$ cat src/rtl/guess_input_conditioner_pkg.sv
// Shared game constants and helpers for the guess input path.
//   GAME_MODE_*    : game mode codes as driven on gameMode
//   DEC_MAX/OCT_MAX: largest legal guess in decimal / octal games
//   CLK_HZ         : system clock frequency
//   db_state_e     : per-bit debounce FSM states
//   guess_in_range : legality of a guess for a given mode
package game_pkg;

  localparam logic [1:0] GAME_MODE_DEC = 2'b01;
  localparam logic [1:0] GAME_MODE_HEX = 2'b10;
  localparam logic [1:0] GAME_MODE_OCT = 2'b11;

  localparam int DEC_MAX = 9;
  localparam int OCT_MAX = 7;
  localparam int CLK_HZ  = 100_000_000;

  typedef enum logic {
    DB_STABLE   = 1'b0,
    DB_SETTLING = 1'b1
  } db_state_e;

  // Mode 2'b00 is treated as decimal, same as GAME_MODE_DEC.
  function automatic logic guess_in_range(input logic [1:0] mode, input int unsigned guess);
    logic ok;
    case (mode)
      GAME_MODE_HEX: ok = 1'b1;
      GAME_MODE_OCT: ok = (guess <= OCT_MAX);
      GAME_MODE_DEC: ok = (guess <= DEC_MAX);
      default:       ok = (guess <= DEC_MAX);
    endcase
    return ok;
  endfunction

endpackage

$ cat src/rtl/guess_input_conditioner_if.sv
// Bundle of board-side raw inputs, FSM-side handshake and conditioned outputs.
//   master : board/FSM side (drives raw inputs, gameMode, guessAck)
//   slave  : the conditioner itself
interface guess_input_conditioner_if #(
  parameter int GUESS_W = 4
);
  logic [GUESS_W-1:0] guessRaw;
  logic               readyRaw;
  logic               submitRaw;
  logic [1:0]         gameMode;
  logic               guessAck;

  logic [GUESS_W-1:0] userGuess;
  logic               ready;
  logic               readyRise;
  logic               readyFall;
  logic               guessValid;
  logic [GUESS_W-1:0] guessData;
  logic               rangeErr;
  logic               overrun;

  modport master (
    output guessRaw, readyRaw, submitRaw, gameMode, guessAck,
    input  userGuess, ready, readyRise, readyFall, guessValid, guessData, rangeErr, overrun
  );

  modport slave (
    input  guessRaw, readyRaw, submitRaw, gameMode, guessAck,
    output userGuess, ready, readyRise, readyFall, guessValid, guessData, rangeErr, overrun
  );
endinterface

$ cat src/rtl/guess_input_conditioner_debounce_bit.sv
// Single-bit synchroniser + debouncer.
//   clock, resetn : system clock, async active-low reset
//   din           : raw asynchronous input
//   dout          : debounced level; follows din only after din has held
//                   a new level for DEBOUNCE_CYCLES synced cycles
// Latency din -> dout is 2 (sync) + DEBOUNCE_CYCLES cycles.
module debounce_bit
  import game_pkg::*;
#(
  parameter int DEBOUNCE_CYCLES = 1_000_000
) (
  input  logic clock,
  input  logic resetn,
  input  logic din,
  output logic dout
);

  localparam int CNT_W = $clog2(DEBOUNCE_CYCLES + 1);
  localparam logic [CNT_W-1:0] CNT_LAST = CNT_W'(DEBOUNCE_CYCLES - 1);

  logic            sync1_q, sync2_q;
  logic            stable_q, stable_d;
  logic [CNT_W-1:0] cnt_q, cnt_d;
  db_state_e       state_q, state_d;

  always_comb begin
    state_d  = state_q;
    cnt_d    = cnt_q;
    stable_d = stable_q;
    case (state_q)
      DB_STABLE: begin
        if (sync2_q != stable_q) begin
          state_d = DB_SETTLING;
          cnt_d   = CNT_W'(1);
        end else begin
          cnt_d = '0;
        end
      end
      DB_SETTLING: begin
        if (sync2_q == stable_q) begin
          // input bounced back before settling: discard the attempt
          state_d = DB_STABLE;
          cnt_d   = '0;
        end else if (cnt_q >= CNT_LAST) begin
          // >= rather than == keeps the counter from ever wrapping
          stable_d = sync2_q;
          state_d  = DB_STABLE;
          cnt_d    = '0;
        end else begin
          cnt_d = cnt_q + 1'b1;
        end
      end
      default: begin
        state_d = DB_STABLE;
        cnt_d   = '0;
      end
    endcase
  end

  always_ff @(posedge clock or negedge resetn) begin
    if (!resetn) begin
      sync1_q  <= 1'b0;
      sync2_q  <= 1'b0;
      stable_q <= 1'b0;
      cnt_q    <= '0;
      state_q  <= DB_STABLE;
    end else begin
      sync1_q  <= din;
      sync2_q  <= sync1_q;
      stable_q <= stable_d;
      cnt_q    <= cnt_d;
      state_q  <= state_d;
    end
  end

  assign dout = stable_q;

endmodule

$ cat src/rtl/guess_input_conditioner.sv
// Conditions the board switches/buttons for the game FSM.
//   clock, resetn : system clock, async active-low reset
//   gif (slave)   : raw guess/ready/submit, gameMode, guessAck in;
//                   debounced levels, ready edge pulses, captured guess
//                   with valid/ack handshake, rangeErr pulse, sticky overrun out
module guess_input_conditioner
  import game_pkg::*;
#(
  parameter int DEBOUNCE_CYCLES = 1_000_000,
  parameter int GUESS_W         = 4
) (
  input logic                     clock,
  input logic                     resetn,
  guess_input_conditioner_if.slave gif
);

  localparam int NB = GUESS_W + 2;

  // bit layout: [GUESS_W+1] submit, [GUESS_W] ready, [GUESS_W-1:0] guess
  logic [NB-1:0] raw_bits, db_bits;

  assign raw_bits = {gif.submitRaw, gif.readyRaw, gif.guessRaw};

  for (genvar i = 0; i < NB; i++) begin : g_db
    debounce_bit #(.DEBOUNCE_CYCLES(DEBOUNCE_CYCLES)) u_db (
      .clock  (clock),
      .resetn (resetn),
      .din    (raw_bits[i]),
      .dout   (db_bits[i])
    );
  end

  logic [GUESS_W-1:0] guess_lvl;
  logic               ready_lvl, submit_lvl;

  assign guess_lvl  = db_bits[GUESS_W-1:0];
  assign ready_lvl  = db_bits[GUESS_W];
  assign submit_lvl = db_bits[GUESS_W+1];

  logic               ready_prev_q, submit_prev_q;
  logic               valid_q, valid_d;
  logic [GUESS_W-1:0] data_q, data_d;
  logic               rerr_q, rerr_d;
  logic               ovr_q, ovr_d;

  // Edge pulses compare two flops, so they are glitch-free and one cycle wide.
  logic ready_rise, ready_fall, submit_press, in_range;

  assign ready_rise   = ready_lvl & ~ready_prev_q;
  assign ready_fall   = ~ready_lvl & ready_prev_q;
  assign submit_press = submit_lvl & ~submit_prev_q;
  assign in_range     = guess_in_range(gif.gameMode, 32'(guess_lvl));

  always_comb begin
    valid_d = valid_q;
    data_d  = data_q;
    rerr_d  = 1'b0;
    ovr_d   = ovr_q;

    if (ready_rise) ovr_d = 1'b0;

    if (ready_fall) begin
      // game abandoned: drop any pending guess, ignore a coincident press
      valid_d = 1'b0;
    end else if (submit_press) begin
      if (!in_range) begin
        rerr_d = 1'b1;
      end else if (!valid_q || gif.guessAck) begin
        // ack in the same cycle frees the slot for back-to-back transfer
        data_d  = guess_lvl;
        valid_d = 1'b1;
      end else begin
        ovr_d = 1'b1;
      end
    end else if (gif.guessAck && valid_q) begin
      valid_d = 1'b0;
    end
  end

  always_ff @(posedge clock or negedge resetn) begin
    if (!resetn) begin
      ready_prev_q  <= 1'b0;
      submit_prev_q <= 1'b0;
      valid_q       <= 1'b0;
      data_q        <= '0;
      rerr_q        <= 1'b0;
      ovr_q         <= 1'b0;
    end else begin
      ready_prev_q  <= ready_lvl;
      submit_prev_q <= submit_lvl;
      valid_q       <= valid_d;
      data_q        <= data_d;
      rerr_q        <= rerr_d;
      ovr_q         <= ovr_d;
    end
  end

  assign gif.userGuess  = guess_lvl;
  assign gif.ready      = ready_lvl;
  assign gif.readyRise  = ready_rise;
  assign gif.readyFall  = ready_fall;
  assign gif.guessValid = valid_q;
  assign gif.guessData  = data_q;
  assign gif.rangeErr   = rerr_q;
  assign gif.overrun    = ovr_q;

endmodule

$ cat src/flat_wrapper.sv
// flat-port wrapper written by rule: the top's interface ports become plain ports
module guess_input_conditioner_flat import game_pkg::*;
#(
  parameter int DEBOUNCE_CYCLES = 1_000_000,
  parameter int GUESS_W         = 4
)
  (clock, resetn, gif_guessRaw, gif_readyRaw, gif_submitRaw, gif_gameMode, gif_guessAck, gif_userGuess, gif_ready, gif_readyRise, gif_readyFall, gif_guessValid, gif_guessData, gif_rangeErr, gif_overrun);
  guess_input_conditioner_if #(.GUESS_W(GUESS_W)) gif_i ();
  input logic clock;
  input logic resetn;
  input wire logic [$bits(gif_i.guessRaw)-1:0] gif_guessRaw;
  input wire logic [$bits(gif_i.readyRaw)-1:0] gif_readyRaw;
  input wire logic [$bits(gif_i.submitRaw)-1:0] gif_submitRaw;
  input wire logic [$bits(gif_i.gameMode)-1:0] gif_gameMode;
  input wire logic [$bits(gif_i.guessAck)-1:0] gif_guessAck;
  output wire logic [$bits(gif_i.userGuess)-1:0] gif_userGuess;
  output wire logic [$bits(gif_i.ready)-1:0] gif_ready;
  output wire logic [$bits(gif_i.readyRise)-1:0] gif_readyRise;
  output wire logic [$bits(gif_i.readyFall)-1:0] gif_readyFall;
  output wire logic [$bits(gif_i.guessValid)-1:0] gif_guessValid;
  output wire logic [$bits(gif_i.guessData)-1:0] gif_guessData;
  output wire logic [$bits(gif_i.rangeErr)-1:0] gif_rangeErr;
  output wire logic [$bits(gif_i.overrun)-1:0] gif_overrun;
  assign gif_i.guessRaw = gif_guessRaw;
  assign gif_i.readyRaw = gif_readyRaw;
  assign gif_i.submitRaw = gif_submitRaw;
  assign gif_i.gameMode = gif_gameMode;
  assign gif_i.guessAck = gif_guessAck;
  assign gif_userGuess = gif_i.userGuess;
  assign gif_ready = gif_i.ready;
  assign gif_readyRise = gif_i.readyRise;
  assign gif_readyFall = gif_i.readyFall;
  assign gif_guessValid = gif_i.guessValid;
  assign gif_guessData = gif_i.guessData;
  assign gif_rangeErr = gif_i.rangeErr;
  assign gif_overrun = gif_i.overrun;
  guess_input_conditioner #(.DEBOUNCE_CYCLES(DEBOUNCE_CYCLES), .GUESS_W(GUESS_W)) u_core (.clock(clock), .resetn(resetn), .gif(gif_i));
endmodule
$ cat config.mk
export PLATFORM = sky130hd
export DESIGN_NAME = guess_input_conditioner_flat
export DESIGN_NICKNAME = d
export VERILOG_FILES = /design/src/rtl/guess_input_conditioner_pkg.sv /design/src/rtl/guess_input_conditioner_if.sv /design/src/rtl/guess_input_conditioner_debounce_bit.sv /design/src/rtl/guess_input_conditioner.sv /design/src/flat_wrapper.sv
export SDC_FILE = /design/constraint.sdc
export NUM_CORES = 1
export LEC_CHECK = 0
export CAP_MARGIN = 20
export CORE_MARGIN = 2
export CORE_UTILIZATION = 59
export CTS_CLUSTER_SIZE = 10
export DETAILED_ROUTE_END_ITERATION = 10
export GPL_TIMING_DRIVEN = 0
export PLACE_DENSITY = 0.75
export SYNTH_ARGS = -nofsm -noshare
export SYNTH_HDL_FRONTEND = slang
export SYNTH_SLANG_ARGS = --single-unit
$ cat constraint.sdc
create_clock -name clock -period 5.1 [get_ports clock]
set_clock_uncertainty 0.05 [all_clocks]
set_input_delay 1.53 -clock clock [delete_from_list [all_inputs] [get_ports clock]]
set_output_delay 1.53 -clock clock [all_outputs]
set_load 0.1 [all_outputs]
=== Word level (Yosys, flattened, before mapping) ===
Cells that the tools add are included.

* Register bits: 153
* Output and inout bits: 14
* Word-level logic and storage cells: 159

* Order comparisons: 8
* Equality and inequality tests: 16
* Bitwise operators: 19
* Reductions and logical operators: 12
* $add $sub $neg: 6
* Mux-type cells: 62

{| class="wikitable"
|+ Operator list
! cell !! number
|-
| $mux 20 || 12
|-
| $pmux 20 s2 || 6
|-
| $add 20x1->20 const B || 6
|-
| $ge 20x20->1 const B || 6
|-
| $mux 1 || 37
|-
| $reduce_and 3->1 || 7
|-
| $not 1->1 || 16
|-
| $pmux 1 s2 || 7
|-
| $eq 1x1->1 || 6
|-
| $ne 1x1->1 || 6
|-
| $ne 3x3->1 const B || 2
|-
| $eq 2x2->1 const B || 2
|-
| $le 4x3->1 const B || 1
|-
| $le 4x4->1 const B || 1
|-
| $reduce_and 4->1 || 1
|-
| $and 1x1->1 || 3
|-
| $reduce_bool 3->1 || 1
|-
| $logic_and 1x1->1 || 1
|-
| $logic_not 1->1 || 1
|-
| $logic_or 1x1->1 || 1
|}

=== Logic depth before layout (Yosys ltp) ===
* Depth after elaboration: 7
* Depth in mapped cells: 7

=== Cells and area by module ===
From an unflattened synthesis, not the netlist that was laid out.

* Cell total of the unflattened synthesis: 791
* Area, all modules: 8841.0 µm²

{| class="wikitable"
|+ By module, submodules not included
! module !! area each (µm²) !! cells each !! times used
|-
| debounce_bit || 1408.9 || 127 || 6
|-
| guess_input_conditioner || 387.9 || 29 || 1
|}

=== Worst setup path before layout ===
OpenSTA, ideal clock, no wires.

* Path kind: reg2out
* Start: register u_core.g_db[4].u_db.stable_q
* End: output gif_readyRise
* Setup slack: 1085 ps
* Stages on the path, launching flop included: 3
* Arrival time: 2435 ps
* Path buffers: 0
* Data required time: 3520 ps
* Path through: dfrtp_1 > inv_1 > nor2_1

* Cells in the longest elaborated chain, start to end: 1

{| class="wikitable"
|+ RTL lines
! what !! RTL line !! source
|-
| from (decl) || guess_input_conditioner_debounce_bit.sv:22 || <nowiki>logic stable_q, stable_d;</nowiki>
|-
| from (signal assigned) || guess_input_conditioner_debounce_bit.sv:70 || <nowiki>stable_q <= stable_d;</nowiki>
|-
| $and 1x1->1 || guess_input_conditioner.sv:49 || <nowiki>assign ready_rise = ready_lvl & ~ready_prev_q;</nowiki>
|-
| to (decl) || flat_wrapper.sv:18 || <nowiki>output wire logic [$bits(gif_i.readyRise)-1:0] gif_readyRise;</nowiki>
|}

Every way passes these cells.

=== Worst setup path in the final report ===
* Start: register u_core.g_db[4].u_db.stable_q
* End: output gif_readyFall

* Cells in the longest elaborated chain, start to end: 2

{| class="wikitable"
|+ RTL lines
! what !! RTL line !! source
|-
| $not 1->1 || guess_input_conditioner.sv:50 || <nowiki>assign ready_fall = ~ready_lvl & ready_prev_q;</nowiki>
|-
| $and 1x1->1 || guess_input_conditioner.sv:50 ||
|-
| to (decl) || flat_wrapper.sv:19 || <nowiki>output wire logic [$bits(gif_i.readyFall)-1:0] gif_readyFall;</nowiki>
|}

Every way passes these cells.

==> run_results.csv <==
group,metric,value,unit
cts,cts_tree,"done",
synthesis,postSynthCellCount,772,
flow_run,drv_cap,0,
worst_setup_path,reg2reg_from,"u_core.g_db[5].u_db.cnt_q[0]",
timing,worst_pin_slew,0.980,ns
drt,drt_iter0_markers,356,
synthesis,ys_seq_area_share,50.0,%
cells_and_area,n_antenna_cell,0,
die,die_area,13900,um^2
timing,rsz0062_at_grt,"false",
pwr,power_density,291,nW/um^2
drt,wirelength,15.3,mm
drt,drcViolationCount,0,
cts,clk_pin_slew,0.06,ns
timing,timing.fmax,260,MHz
die,row_count,41,
global_routing,grtUsageTotal,23.7,%
synthesis,syn-cell-area,7660,um^2
timing,finalMaxSlewViolations,0,
timing,setup_violations,0,
worst_setup_path,path_class,"reg2out",
pwr,p_int,0.00201,W
synthesis,synth-seq-cells,153,
synthesis,async_flop_share,100,%
worst_setup_path,r2r_setup_slack,2.51,ns
synthesis,synth_cell_types,56,
placed_design,gp_congestion,0.874,
worst_setup_path,critPathCaptureType,"output pin",
die,die_w,118,um
cts,clk_latency,0.43,ns
cts,cts_root_buffer,"clkbuf_16",
cells_and_area,syn_to_final_growth,14.1,%
worst_setup_path,rr_endpoint,"u_core.g_db[5].u_db.cnt_q[6]",
synthesis,syn_nets,789,
worst_setup_path,reg2regPathDepth,7,
cells_and_area,drive_gt1_share,8.19,%
cells_and_area,n_fill_cell,1017,
timing,min_period,3.85,ns
cells_and_area,fin_area,8730,um^2
placed_design,pre_cts_ws,1.04,ns
cts,cts.sinks,153,
synthesis,synth-edff-count,0,
worst_hold_path,hold_end,"u_core.g_db[4].u_db.sync2_q",
timing,relSlewSlack,34.5,%
cts,htree_levels,4,
cts,cts_hold_buf,0,
cts,cts_buffer_depth,2,
synthesis,yosysTopAreaCell,"dfrtp_1",
timing,layout_setup_ws,1.25,ns
worst_setup_path,crit_arrival,2.27,ns
synthesis,yosys_warnings,0,
pwr,p_sw_share,21.0,%
global_routing,grt_first_pass_wirelength,27.1,mm
status,outcome,"finished, final reports clean",
drt,wl_per_cell,15.3,um
global_routing,grt_pass1_vias,5824,
pwr,clkPwrFrac,48.2,%
synthesis,synth.area.top_cells,"dfrtp_1 (50%), xnor2_1 (7.4%), nor2_1 (4.0%)",
global_routing,antenna_found_initial,0,
global_routing,grt_max_degree,86,
pwr,p_seq_share,48.8,%
placed_design,port_buffers,24,
worst_setup_path,cp-start-kind,"register",
drt,vias,5965,
cts,cts_buffers,17,
worst_hold_path,whs_path_depth,0,
timing,finalSetupTns,0,ns
cells_and_area,ff_latch_area,3830,um^2
placed_design,place_area,8140,um^2
worst_setup_path,path_max_fanout,6,
worst_setup_path,required,3.52,ns
die,io_pins,25,
synthesis,netlist.area_leader.share,50.0,%
cells_and_area,multiInputGateArea,3540,um^2
die,die_y,118,um
synthesis,avgSynthCellArea,9.92,um^2
synthesis,ys.flop_type,"dfrtp_1",
die,core,12700,um^2
placed_design,post-dp-hpwl,10.4,mm
pwr,pwr-share-comb,2.9,%
timing,finalHoldViolCount,0,
cts,cts_setup_buffers,0,
cts,post_cts_resize_count,0,
worst_hold_path,holdCritStartpoint,"u_core.g_db[4].u_db.sync1_q",
pwr,irDropWorstVdd,0.254,mV
drt,via_per_inst,5.95,
drt,ant_nets,0,
drt,firstDrtPassIters,5,
worst_hold_path,hold_class,"reg2reg",
timing,period_share,75.4,%
cells_and_area,nets,834,
pwr,leakage,3.27,nW
pwr,switchingPower,0.000535,W
global_routing,overflow,0,
die,initial_core_util,60.4,%
-- layout by cell type (no fill, tap or decap), drive strengths merged, types with 6 or more instances in the layout --
cell type and instances:
mux2 7, nor3 18, ha 6, xnor2 65, nand2 29, or3 24
o211ai 12, and3 9, nand3 50, a211oi 32, a31oi 7, clkdlybuf4s50 23
inv 39, xor2 20, nand4 30, buf 10, nor2b 7, clkbuf 50
or4 13, nor4 19, and4 10, nor2 81, o21ai 26, a21oi 26
dfrtp 153
-- critical path, cell delays in order, from the launching register on --
cell	delay, ns
dfrtp_1	0.44
nor2b_1	0.22
clkdlybuf4s50_1	1.18
-- Yosys cell counts, types with 5 or more instances --
master / number
nand2_1: 29
a31oi_1: 7
nor4_1: 19
o211ai_1: 10
a221oi_1: 5
or4_1: 13
a31o_2: 5
nor2_1: 81
and3_1: 9
dfrtp_1: 153
nand4_1: 30
inv_1: 39
nor2b_1: 7
and4_1: 9
xor2_1: 20
a211oi_1: 32
ha_1: 6
nand3_1: 48
o21ai_0: 26
nor3_1: 18
o31ai_1: 5
xnor2_1: 65
a21oi_1: 26
or3_1: 21
mux2_2: 7
clkbuf_1: 22
-- sequential cells by signal (all words and copies together) (netlist names) --
| register | flops |
|---|---|
| u_core.ready_prev_q | 1 |
| u_core.g_db.u_db.sync2_q | 6 |
| u_core.gif.rangeErr | 1 |
| u_core.gif.guessValid | 1 |
| u_core.submit_prev_q | 1 |
| u_core.gif.overrun | 1 |
| u_core.g_db.u_db.dout | 6 |
| u_core.g_db.u_db.sync1_q | 6 |
| u_core.g_db.u_db.cnt_q | 120 |
| u_core.gif.guessData | 4 |
| u_core.g_db.u_db.state_q | 6 |
-- cell type report --
cell class,count,area share (%)
tap,172,2.46
clock buffer,25,6.02
multi-input combinational,548,40.6
clock inverter,7,0.716
timing repair buffer,26,3.14
buffer,32,1.60
sequential,153,43.8
inverter,39,1.68
-- power by group through the flow --
stage	logic [W]	clock network (W)	registers [W]
global route	0.0000876	0.00130	0.00124
finish	0.0000749	0.00123	0.00124
global placement	0.0000713	0	0.00126
CTS	0.0000775	0.00125	0.00124
floorplan	0.0000331	0	0.00126
detailed placement	0.0000765	0	0.00126
-- stage by stage --
stage	util [%]	hold slack, ns	power [W]	std cells
after floorplan	-	0.281	0.00129	772
after global placement	64.0	0.286	0.00133	968
after detailed placement	64.3	0.285	0.00134	969
after CTS	68.9	0.298	0.00257	1001
after global routing	68.9	0.305	0.00264	1002
final	68.9	0.297	0.00254	1002
-- how the worst max path moves through the flow --
stage / depth (start not counted) / startpoint / slack (ns) / to
after floorplan: 2 / u_core.g_db[4].u_db.dout / 1.08 / gif_readyRise
after global placement: 1 / resetn / -3.47 / u_core.g_db[4].u_db.cnt_q[13]
after detailed placement: 4 / gif_gameMode[1] / 1.04 / u_core.gif.guessData[0]
after CTS: 2 / u_core.g_db[4].u_db.dout / 1.21 / gif_readyFall
after global routing: 2 / u_core.g_db[4].u_db.dout / 1.15 / gif_readyFall
final: 2 / u_core.g_db[4].u_db.dout / 1.25 / gif_readyFall
-- kinds of logic after synthesis --
group | after synthesis | share of synthesized area (%)
buffers and inverters | 71 | 3.74
AND/OR/NAND/NOR | 305 | 21.2
AO/OA/AOI/OAI | 145 | 13.3
multiplexers | 7 | 1.03
flip-flops | 153 | 50.0
adder cells (fa/ha/maj) | 6 | 0.980
XOR/XNOR | 85 | 9.72
-- per-layer routing --
layer,track usage [%],up-vias,wire length (um)
met5,0,-,0
met4,8.66,0,285
met3,6.49,33,648
met2,37.6,121,7300
met1,31.5,2908,7080
li1,-,2903,-
(Power assumes the default switching activity.)
